File: src/rtl/fp32_pkg.sv
// Shared FP32 types, constants, flag positions and sequencer state encoding.
package fp32_pkg;

   typedef struct packed {
      logic        sign;
      logic [7:0]  exp;
      logic [22:0] frac;
   } fp32_t;

   localparam int          FP32_BIAS    = 127;
   localparam logic [31:0] FP32_QNAN    = 32'h7FC0_0000;
   localparam int          FP32_EXP_MAX = 255;

   localparam int FLAG_INVALID   = 3;
   localparam int FLAG_OVERFLOW  = 2;
   localparam int FLAG_UNDERFLOW = 1;
   localparam int FLAG_INEXACT   = 0;

   typedef enum logic [2:0] {
      S_IDLE,
      S_CLASSIFY,
      S_WAIT,
      S_NORM,
      S_ROUND,
      S_DONE
   } state_t;

   // Zero/denormal (treated as zero) or Inf/NaN: never needs the multiplier.
   function automatic logic fp32_is_special(input fp32_t x);
      return (x.exp == 8'h00) || (x.exp == 8'hFF);
   endfunction

endpackage

File: src/rtl/fp32_mul_seq_if.sv
// Host operand/result handshake plus the mantissa-multiplier side channel.
interface fp32_mul_seq_if;
   logic        in_valid;
   logic        in_ready;
   logic [31:0] a;
   logic [31:0] b;
   logic        out_valid;
   logic        out_ready;
   logic [31:0] result;
   logic [3:0]  flags;
   logic        mul_start;
   logic [23:0] mul_a;
   logic [23:0] mul_b;
   logic [47:0] mul_product;
   logic        mul_done;

   modport master (
      output in_valid, a, b, out_ready, mul_product, mul_done,
      input  in_ready, out_valid, result, flags, mul_start, mul_a, mul_b
   );

   modport slave (
      input  in_valid, a, b, out_ready, mul_product, mul_done,
      output in_ready, out_valid, result, flags, mul_start, mul_a, mul_b
   );
endinterface

File: src/rtl/fp32_norm_round.sv
// Combinational normalize, round-to-nearest-even and pack of a 48-bit significand product.
module fp32_norm_round
   import fp32_pkg::*;
(
   input  logic              sign,
   input  logic signed [9:0] e,
   input  logic [47:0]       p,
   output logic [31:0]       result,
   output logic [3:0]        flags
);
   localparam logic signed [9:0] EXP_MAX10 = 10'(FP32_EXP_MAX);

   logic [22:0]       mant;
   logic [22:0]       mant_r;
   logic              g;
   logic              s;
   logic              rnd_up;
   logic              carry;
   logic signed [9:0] e_n;
   logic signed [9:0] e_r;

   always_comb begin
      if (p[47]) begin
         mant = p[46:24];
         g    = p[23];
         s    = |p[22:0];
         e_n  = e + 10'sd1;
      end else begin
         mant = p[45:23];
         g    = p[22];
         s    = |p[21:0];
         e_n  = e;
      end
      rnd_up          = g & (s | mant[0]);
      {carry, mant_r} = {1'b0, mant} + {23'd0, rnd_up};
      // A carry out of the fraction wraps mant_r to zero and bumps the exponent.
      e_r    = carry ? e_n + 10'sd1 : e_n;
      result = {sign, e_r[7:0], mant_r};
      flags  = '0;
      if (e_r >= EXP_MAX10) begin
         result                = {sign, 8'hFF, 23'd0};
         flags[FLAG_OVERFLOW]  = 1'b1;
         flags[FLAG_INEXACT]   = 1'b1;
      end else if (e_r <= 10'sd0) begin
         result                = {sign, 31'd0};
         flags[FLAG_UNDERFLOW] = 1'b1;
         flags[FLAG_INEXACT]   = 1'b1;
      end else begin
         flags[FLAG_INEXACT]   = g | s;
      end
   end
endmodule

File: src/rtl/fp32_mul_seq.sv
// FP32 multiply sequencer around a shared 24x24 mantissa multiplier (FTZ/DAZ, RNE).
// Specials finish out of CLASSIFY; normal operands take multiplier latency + 3 cycles.
module fp32_mul_seq
   import fp32_pkg::*;
(
   input  logic          clk,
   input  logic          rst_n,
   fp32_mul_seq_if.slave bus
);
   localparam logic signed [9:0] BIAS10 = 10'(FP32_BIAS);

   state_t            state;
   fp32_t             in_a;
   fp32_t             in_b;
   fp32_t             a_q;
   fp32_t             b_q;
   logic              sign_q;
   logic signed [9:0] e_q;
   logic [47:0]       p_q;
   logic              out_valid_q;
   logic              mul_start_q;
   logic [31:0]       result_q;
   logic [3:0]        flags_q;
   logic [23:0]       mul_a_q;
   logic [23:0]       mul_b_q;
   logic [31:0]       nr_result;
   logic [3:0]        nr_flags;
   logic [31:0]       spec_result;
   logic [3:0]        spec_flags;
   logic              sign_ab;
   logic              a_nan, b_nan, a_snan, b_snan;
   logic              a_inf, b_inf, a_zero, b_zero;

   assign in_a    = bus.a;
   assign in_b    = bus.b;
   assign sign_ab = a_q.sign ^ b_q.sign;
   assign a_nan   = (a_q.exp == 8'hFF) && (a_q.frac != 23'd0);
   assign b_nan   = (b_q.exp == 8'hFF) && (b_q.frac != 23'd0);
   assign a_snan  = a_nan && !a_q.frac[22];
   assign b_snan  = b_nan && !b_q.frac[22];
   assign a_inf   = (a_q.exp == 8'hFF) && (a_q.frac == 23'd0);
   assign b_inf   = (b_q.exp == 8'hFF) && (b_q.frac == 23'd0);
   assign a_zero  = (a_q.exp == 8'h00);
   assign b_zero  = (b_q.exp == 8'h00);

   // Zero x finite is the fall-through case: signed zero, no flags.
   always_comb begin
      spec_result = {sign_ab, 31'd0};
      spec_flags  = '0;
      if (a_nan || b_nan) begin
         spec_result              = FP32_QNAN;
         spec_flags[FLAG_INVALID] = a_snan || b_snan;
      end else if ((a_inf && b_zero) || (b_inf && a_zero)) begin
         spec_result              = FP32_QNAN;
         spec_flags[FLAG_INVALID] = 1'b1;
      end else if (a_inf || b_inf) begin
         spec_result              = {sign_ab, 8'hFF, 23'd0};
      end
   end

   fp32_norm_round u_norm_round (
      .sign   (sign_q),
      .e      (e_q),
      .p      (p_q),
      .result (nr_result),
      .flags  (nr_flags)
   );

   always_ff @(posedge clk) begin
      if (!rst_n) begin
         state       <= S_IDLE;
         out_valid_q <= 1'b0;
         mul_start_q <= 1'b0;
         result_q    <= '0;
         flags_q     <= '0;
         mul_a_q     <= '0;
         mul_b_q     <= '0;
      end else begin
         mul_start_q <= 1'b0;
         case (state)
            S_IDLE: begin
               if (bus.in_valid) begin
                  a_q         <= in_a;
                  b_q         <= in_b;
                  mul_a_q     <= {1'b1, in_a.frac};
                  mul_b_q     <= {1'b1, in_b.frac};
                  // Screened early so the start pulse lands exactly in CLASSIFY.
                  mul_start_q <= !(fp32_is_special(in_a) || fp32_is_special(in_b));
                  state       <= S_CLASSIFY;
               end
            end
            S_CLASSIFY: begin
               sign_q <= sign_ab;
               e_q    <= $signed({2'b00, a_q.exp}) + $signed({2'b00, b_q.exp}) - BIAS10;
               if (fp32_is_special(a_q) || fp32_is_special(b_q)) begin
                  result_q    <= spec_result;
                  flags_q     <= spec_flags;
                  out_valid_q <= 1'b1;
                  state       <= S_DONE;
               end else begin
                  state       <= S_WAIT;
               end
            end
            S_WAIT: begin
               if (bus.mul_done) begin
                  p_q   <= bus.mul_product;
                  state <= S_NORM;
               end
            end
            S_NORM: begin
               result_q <= nr_result;
               flags_q  <= nr_flags;
               state    <= S_ROUND;
            end
            S_ROUND: begin
               out_valid_q <= 1'b1;
               state       <= S_DONE;
            end
            S_DONE: begin
               if (bus.out_ready) begin
                  out_valid_q <= 1'b0;
                  state       <= S_IDLE;
               end
            end
            default: state <= S_IDLE;
         endcase
      end
   end

   assign bus.in_ready  = (state == S_IDLE);
   assign bus.out_valid = out_valid_q;
   assign bus.result    = result_q;
   assign bus.flags     = flags_q;
   assign bus.mul_start = mul_start_q;
   assign bus.mul_a     = mul_a_q;
   assign bus.mul_b     = mul_b_q;
endmodule

File: src/flat_wrapper.sv
// flat-port wrapper written by rule: the top's interface ports become plain ports
module fp32_mul_seq_flat import fp32_pkg::*;
  (clk, rst_n, bus_in_valid, bus_a, bus_b, bus_out_ready, bus_mul_product, bus_mul_done, bus_in_ready, bus_out_valid, bus_result, bus_flags, bus_mul_start, bus_mul_a, bus_mul_b);
  fp32_mul_seq_if bus_i ();
  input  logic clk;
  input  logic rst_n;
  input wire logic [$bits(bus_i.in_valid)-1:0] bus_in_valid;
  input wire logic [$bits(bus_i.a)-1:0] bus_a;
  input wire logic [$bits(bus_i.b)-1:0] bus_b;
  input wire logic [$bits(bus_i.out_ready)-1:0] bus_out_ready;
  input wire logic [$bits(bus_i.mul_product)-1:0] bus_mul_product;
  input wire logic [$bits(bus_i.mul_done)-1:0] bus_mul_done;
  output wire logic [$bits(bus_i.in_ready)-1:0] bus_in_ready;
  output wire logic [$bits(bus_i.out_valid)-1:0] bus_out_valid;
  output wire logic [$bits(bus_i.result)-1:0] bus_result;
  output wire logic [$bits(bus_i.flags)-1:0] bus_flags;
  output wire logic [$bits(bus_i.mul_start)-1:0] bus_mul_start;
  output wire logic [$bits(bus_i.mul_a)-1:0] bus_mul_a;
  output wire logic [$bits(bus_i.mul_b)-1:0] bus_mul_b;
  assign bus_i.in_valid = bus_in_valid;
  assign bus_i.a = bus_a;
  assign bus_i.b = bus_b;
  assign bus_i.out_ready = bus_out_ready;
  assign bus_i.mul_product = bus_mul_product;
  assign bus_i.mul_done = bus_mul_done;
  assign bus_in_ready = bus_i.in_ready;
  assign bus_out_valid = bus_i.out_valid;
  assign bus_result = bus_i.result;
  assign bus_flags = bus_i.flags;
  assign bus_mul_start = bus_i.mul_start;
  assign bus_mul_a = bus_i.mul_a;
  assign bus_mul_b = bus_i.mul_b;
  fp32_mul_seq u_core (.clk(clk), .rst_n(rst_n), .bus(bus_i));
endmodule
File: config.mk
export PLATFORM = sky130hd
export DESIGN_NAME = fp32_mul_seq_flat
export DESIGN_NICKNAME = d
export VERILOG_FILES = /design/src/rtl/fp32_pkg.sv /design/src/rtl/fp32_mul_seq_if.sv /design/src/rtl/fp32_norm_round.sv /design/src/rtl/fp32_mul_seq.sv /design/src/flat_wrapper.sv
export SDC_FILE = /design/constraint.sdc
export NUM_CORES = 1
export LEC_CHECK = 0
export BUFFER_PORTS_ARGS = -buffer_cell sky130_fd_sc_hd__buf_2
export CAP_MARGIN = 20
export CORE_UTILIZATION = 49
export DETAILED_ROUTE_END_ITERATION = 10
export MAX_ROUTING_LAYER = met4
export PLACE_DENSITY = 0.76
export SLEW_MARGIN = 5
export SYNTH_ARGS = -nofsm -noshare
export SYNTH_HDL_FRONTEND = slang
export SYNTH_SLANG_ARGS = --single-unit
File: constraint.sdc
create_clock -name clk -period 4.5 [get_ports clk]
set_clock_uncertainty 0.05 [all_clocks]
set_input_delay 0.45 -clock clk [delete_from_list [all_inputs] [get_ports clk]]
set_output_delay 0.45 -clock clk [all_outputs]
set_load 0.01 [all_outputs]
==> impl_metrics.py, run 1 <==
metrics = {
    "final_layout": {
        "layout_common_cells": "203 x buf_2, 141 x nand2_1, 123 x edfxtp_1",
        "area_growth_syn_to_layout_pct": 21.1,
        "nFillCells": 1516,
        "multi_input_area_mm2": 0.00371,
        "nNetsFinal": 1162,
        "layout_commonest_cell": "buf_2",
        "post-route-cell-area_mm2": 0.0113,
        "drive_above_1_share": 0.268,
        "regArea_mm2": 0.00546,
    },
    "min_path": {
        "hp-class": "input pin to flop",
        "hold_path_depth": 1,
    },
    "global_routing": {
        "first_global_vias": 6619,
        "antenna_found_initial": 2,
        "grt.total_usage": 0.211,
        "grt_pass1_wl_um": 32200,
        "grt_max_degree": 66,
        "grt_overflow": 0,
    },
    "detailed_routing": {
        "vias_per_cell": 5.41,
        "vias": 6947,
        "ant_nets": 0,
        "totalWireLength_um": 20200,
        "drtIter0Drc": 448,
        "wl_per_cell_um": 15.7,
        "drc": 0,
        "dr.pass1.iters": 5,
    },
    "power_and_ir_drop": {
        "p_per_area_mw_per_mm2": 392,
        "clkPwrFrac": 0.405,
        "leakage_nw": 4.38,
        "p_int_mw": 3.38,
        "power_frac_seq": 0.496,
        "p_switching_mw": 1.06,
        "swShare": 0.239,
        "comb_power_share": 0.099,
        "vdd_drop_max_mv": 0.287,
    },
    "sta": {
        "final_max_slew_viol_count": 0,
        "max_freq_ghz": 0.260,
        "fin_crit_ns": 3.85,
        "maxSlewHeadroom": 0.412,
        "setup_viol": 0,
        "rsz0062_at_grt": "no",
        "tightestPinTransition_ns": 0.880,
        "fin_crit_sh": 0.856,
        "tns_ns": 0,
        "finalHoldViolCount": 0,
    },
    "cts": {
        "cts_resized": 0,
        "tritoncts": "done",
        "cts_hold_buf": 0,
        "cts_root_buf": "clkbuf_16",
        "cts_buffers": 22,
        "htree_levels": 1,
        "clk_pin_slew_worst_paths_ns": 0.06,
        "clkSinkCount": 211,
        "cts_buffer_depth": 3,
        "insertion_delay_ns": 0.51,
        "post_cts_buffers": 0,
    },
    "synth": {
        "yosysSeqAreaShare": 0.582,
        "synthDistinctLibCells": 70,
        "dominantRegCellSynth": "edfxtp_1",
        "synth_fp_nets": 961,
        "async_reset_ff_frac": 0,
        "synth_seq_cells": 211,
        "avgSynthCellArea_um2": 11.3,
        "postSynthCellCount": 831,
        "syn_area_mm2": 0.00937,
        "yosys_warnings": 0,
        "synth_edf_count": 123,
    },
    "placed_design": {
        "place_area_mm2": 0.0106,
        "gp_congestion": 0.844,
        "io_buffers": 203,
        "hpwl_um": 14500,
    },
    "worst_setup_path": {
        "critPathKind": "flop to flop",
        "reg2reg_depth": 13,
        "start_kind": "flop",
        "worst-path-max-fanout": 19,
        "crit_arrival_ns": 4.24,
        "cp.required_ns": 4.89,
        "cp-end-kind": "flop",
    },
    "outcome": {
        "status": "finished, final reports clean",
    },
    "floorplanning": {
        "io_pins": 204,
        "std_cell_rows": 50,
        "fp.dieW_um": 140,
        "fp.dieH_um": 140,
        "die-area_mm2": 0.0197,
        "start_util": 0.501,
        "coreArea_mm2": 0.0187,
    },
    "flow_run": {
        "cap_violations": 0,
    },
}
-- layer usage --
metal | up-vias | wire, um | GRT usage
li1 | 3481 | - | -
met1 | 3260 | 8900 | 0.261
met2 | 170 | 9830 | 0.357
met3 | 36 | 941 | 0.0287
met4 | 0 | 525 | 0.0648
met5 | - | 0 | -
-- per-stage QoR --
step                instances  worst slack (ns)  utilization  hold WS [ns]  power (mW)
floorplan                 831             0.786            -         0.413        2.52
global placement         1240             0.487        0.566         0.390        2.68
detailed placement       1240             0.300        0.566         0.394        2.69
CTS                      1280             0.253        0.605        0.0447        4.48
global route             1284             0.393        0.607        0.0431        4.61
finish                   1284             0.650        0.607        0.0599        4.44
-- synthesized netlist by cell type (4+ instances only) --
cell	number	area (um^2)
nand2_1	141	529
edfxtp_1	123	3690
dfxtp_1	88	1760
a21oi_1	69	345
nor2_1	41	154
xnor2_1	33	289
nor4_1	29	181
mux2i_1	25	250
clkbuf_1	24	90.1
a22o_1	22	193
o21ai_0	22	110
xor2_1	21	184
nand3_1	17	85.1
nand4_1	17	106
nor3_1	15	75.1
ha_1	12	150
inv_1	12	45.0
and2_1	8	50.1
nor3b_1	5	37.5
nor4_2	5	62.6
or2_2	5	31.3
or4_1	5	37.5
buf_1	4	15.0
-- power groups by stage --
stage               Sequential [mW]  Clock (mW)  Combinational [mW]
detailed placement             2.25           0               0.440
finish                         2.21        1.80               0.441
CTS                            2.21        1.83               0.442
global route                   2.22        1.90               0.492
global placement               2.24           0               0.433
floorplan                      2.26           0               0.259
-- cell families after synthesis --
kind of cell	synth area share
buffers and inverters	0.0239
multiplexers	0.0303
flip-flops	0.582
AO/OA/AOI/OAI	0.112
XOR/XNOR	0.0539
adder cells (fa/ha/maj)	0.0182
AND/OR/NAND/NOR	0.180
-- path summary, 6_finish.rpt --
check                                             end           startpoint  slack, ns
worst max-delay path            u_core.bus.result[10]        u_core.e_q[0]       0.65
worst min-delay path                   u_core.a_q[31]            bus_a[31]       0.06
worst max register to register  u_core.bus.result[10]        u_core.e_q[0]       0.65
worst min register to register    u_core.bus.mul_b[5]  u_core.bus.mul_b[5]       0.40
-- layout make-up --
type                       count  area share
sequential                   211       0.481
multi-input combinational    572       0.327
timing repair buffer         213      0.0982
clock buffer                  27      0.0519
tap                          234      0.0258
clock inverter                13      0.0122
inverter                      12     0.00397
antenna                        2    0.000441
-- state kept, by name (all words and copies together), names as in the netlist --
name                  cells
u_core.bus.result        32
u_core.bus.mul_b         24
u_core.bus.mul_start      1
u_core.b_q               32
u_core.p_q               48
u_core.bus.mul_a         23
u_core.bus.out_valid      1
u_core.bus.flags          4
u_core.sign_q             1
u_core.state              3
u_core.a_q               32
u_core.e_q               10
-- worst max-delay path: stages, from the launching register on --
cell and delay, ns:
edfxtp_1 0.49, ha_1 0.35, mux2i_1 0.11, inv_1 0.09, ha_1 0.23, inv_1 0.11
a2111oi_2 0.37, nand4_1 0.25, nor3_1 0.24, mux2i_1 0.32, o41ai_2 0.21, nor4_4 0.51
buf_6 0.26, a32o_1 0.17
No activity file was read; power rests on OpenSTA's default activity.
==> inputs of run 2 (changes only) <==
--- a/config.mk
+++ b/config.mk
@@ -11,6 +11,7 @@
 export DETAILED_ROUTE_END_ITERATION = 10
 export MAX_ROUTING_LAYER = met4
 export PLACE_DENSITY = 0.76
+export RECOVER_POWER = 100
 export SLEW_MARGIN = 5
 export SYNTH_ARGS = -nofsm -noshare
 export SYNTH_HDL_FRONTEND = slang
==> run 2 against run 1 <==
  * The run now ends with max-capacitance violations, max-slew violations left
  * Combinational power fell by 4%
  * Clock power about the same
  * Hold slack worse by 0.0013 ns
  * Non-clock buffer count did not move
  * Flip-flop and latch count unchanged
  * Largest cell class unchanged
==> impl_metrics.py, run 2 (synthesis results as in run 1) <==
metrics = {
    "final_layout": {
        "layout_common_cells": "141 x nand2_1, 138 x clkbuf_1, 123 x edfxtp_1",
        "nFillCells": 1605,
        "top_register": "u_core.p_q",
        "multi_input_area_mm2": 0.00369,
        "final_util": 0.596,
        "post-route-cell-area_mm2": 0.0111,
        "layout_commonest_cell": "nand2_1",
        "regArea_mm2": 0.00546,
        "nNetsFinal": 1162,
        "largest_reg_flops": 48,
        "area_growth_syn_to_layout_pct": 18.9,
        "drive_above_1_share": 0.135,
    },
    "detailed_routing": {
        "totalWireLength_um": 20400,
        "vias_per_cell": 5.42,
        "ant_nets": 0,
        "dr.pass1.iters": 7,
        "drtIter0Drc": 494,
        "wl_per_cell_um": 15.9,
        "drc": 0,
        "vias": 6948,
    },
    "cts": {
        "cts_resized": 0,
        "cts_root_buf": "clkbuf_16",
        "cts_buffer_depth": 3,
        "cts_buffers": 22,
        "clk_pin_slew_worst_paths_ns": 0.06,
        "clkSinkCount": 211,
        "insertion_delay_ns": 0.51,
        "tritoncts": "done",
        "cts_hold_buf": 0,
        "htree_levels": 1,
        "post_cts_buffers": 0,
    },
    "placed_design": {
        "gp_congestion": 0.844,
        "io_buffers": 203,
        "place_area_mm2": 0.0106,
        "hpwl_um": 14500,
    },
    "floorplanning": {
        "start_util": 0.501,
        "io_pins": 204,
        "die-area_mm2": 0.0197,
        "fp.dieW_um": 140,
        "fp.dieH_um": 140,
        "std_cell_rows": 50,
        "coreArea_mm2": 0.0187,
    },
    "global_routing": {
        "grt_overflow": 0,
        "grt_pass1_wl_um": 32200,
        "antenna_found_initial": 1,
        "grt.total_usage": 0.211,
        "grt_max_degree": 66,
        "first_global_vias": 6619,
    },
    "power_and_ir_drop": {
        "finalPower_mw": 4.43,
        "vdd_drop_max_mv": 0.286,
        "leakage_nw": 3.88,
        "p_per_area_mw_per_mm2": 398,
    },
    "sta": {
        "tns_ns": 0,
        "setup_viol": 0,
        "final_max_slew_viol_count": 144,
        "max_freq_ghz": 0.250,
        "rsz0062_at_grt": "no",
        "maxSlewHeadroom": -0.721,
        "fin_crit_ns": 4.01,
        "fin_crit_sh": 0.890,
        "finalHoldViolCount": 0,
        "tightestPinTransition_ns": 2.57,
    },
    "flow_run": {
        "cap_violations": 3,
    },
    "worst_setup_path": {
        "crit_arrival_ns": 4.40,
        "worst-path-max-fanout": 19,
        "cp-end-kind": "flop",
        "worst_path_max_delay_cell": "a2111oi_0",
        "critical_path.cell_chain": "ha_1 -> mux2i_1 -> inv_1 -> ha_1 -> inv_1 -> a2111oi_0 -> nand4_1 -> nor3_1 -> mux2i_1 -> o41ai_2 -> nor4_4 -> buf_6 -> a32o_1",
        "critPathKind": "flop to flop",
        "start_kind": "flop",
        "cp_slowest_stage_delay_ns": 0.50,
        "cp.required_ns": 4.89,
    },
    "min_path": {
        "hp-class": "input pin to flop",
    },
    "outcome": {
        "status": "finished, violations left",
        "violations": "max-capacitance violations, max-slew violations",
    },
}
## run 2: cell count changes in the layout (fill, tap and decap cells not counted), moves of 2 or more
cell | previous run | this run
clkbuf_1 | 3 | 138
buf_2 | 203 | 69
buf_4 | 7 | 3
and2_0 | 0 | 3
and2_1 | 8 | 5
clkbuf_2 | 0 | 2
## run 2: worst max-delay path: cells and delay by family (launching register included)
| family | cells | cell delay [ns] |
|---|---|---|
| simple gates | 3 | 1.03 |
| compound gates | 3 | 0.89 |
| fa+ha+maj | 2 | 0.58 |
| flops | 1 | 0.49 |
| mux | 2 | 0.45 |
| buf+inv | 3 | 0.45 |
## run 2: path summary, 6_finish.rpt
path	from	to	slack [ns]	cells after the start
max	u_core.e_q[0]	u_core.bus.result[10]	0.49	13
max reg2reg	u_core.e_q[0]	u_core.bus.result[10]	0.49	13
min	bus_mul_product[11]	u_core.p_q[11]	0.06	1
min reg2reg	u_core.bus.mul_b[19]	u_core.bus.mul_b[19]	0.40	2
## run 2: layout make-up
cell class | count | area share
flip-flops and latches | 211 | 0.490
repair buffers | 213 | 0.0839
clock buffers | 27 | 0.0529
multi-input cells | 572 | 0.331
well taps | 234 | 0.0263
diodes | 1 | 0.000225
inverters | 12 | 0.00404
clock inverters | 13 | 0.0125
## run 2: where the power goes
group	internal (mW)	switching, mW
sequential	2.16	0.0536
clock	1.06	0.744
combinational	0.156	0.268
## run 2: metal layers
metal  wire length [um]  part of all wire  track usage
met5                  0                 0            -
met4                492             0.024       0.0648
met3                917             0.045       0.0287
met2               9960              0.49        0.357
met1               9080              0.44        0.261
## run 2: metrics by stage
step	std cells	hold slack, ns	setup WS (ns)
final	1283	0.0586	0.494
after global routing	1283	0.0431	0.219
after CTS	1280	0.0447	0.253
after detailed placement	1240	0.394	0.300
after global placement	1240	0.390	0.487
after floorplan	831	0.413	0.786
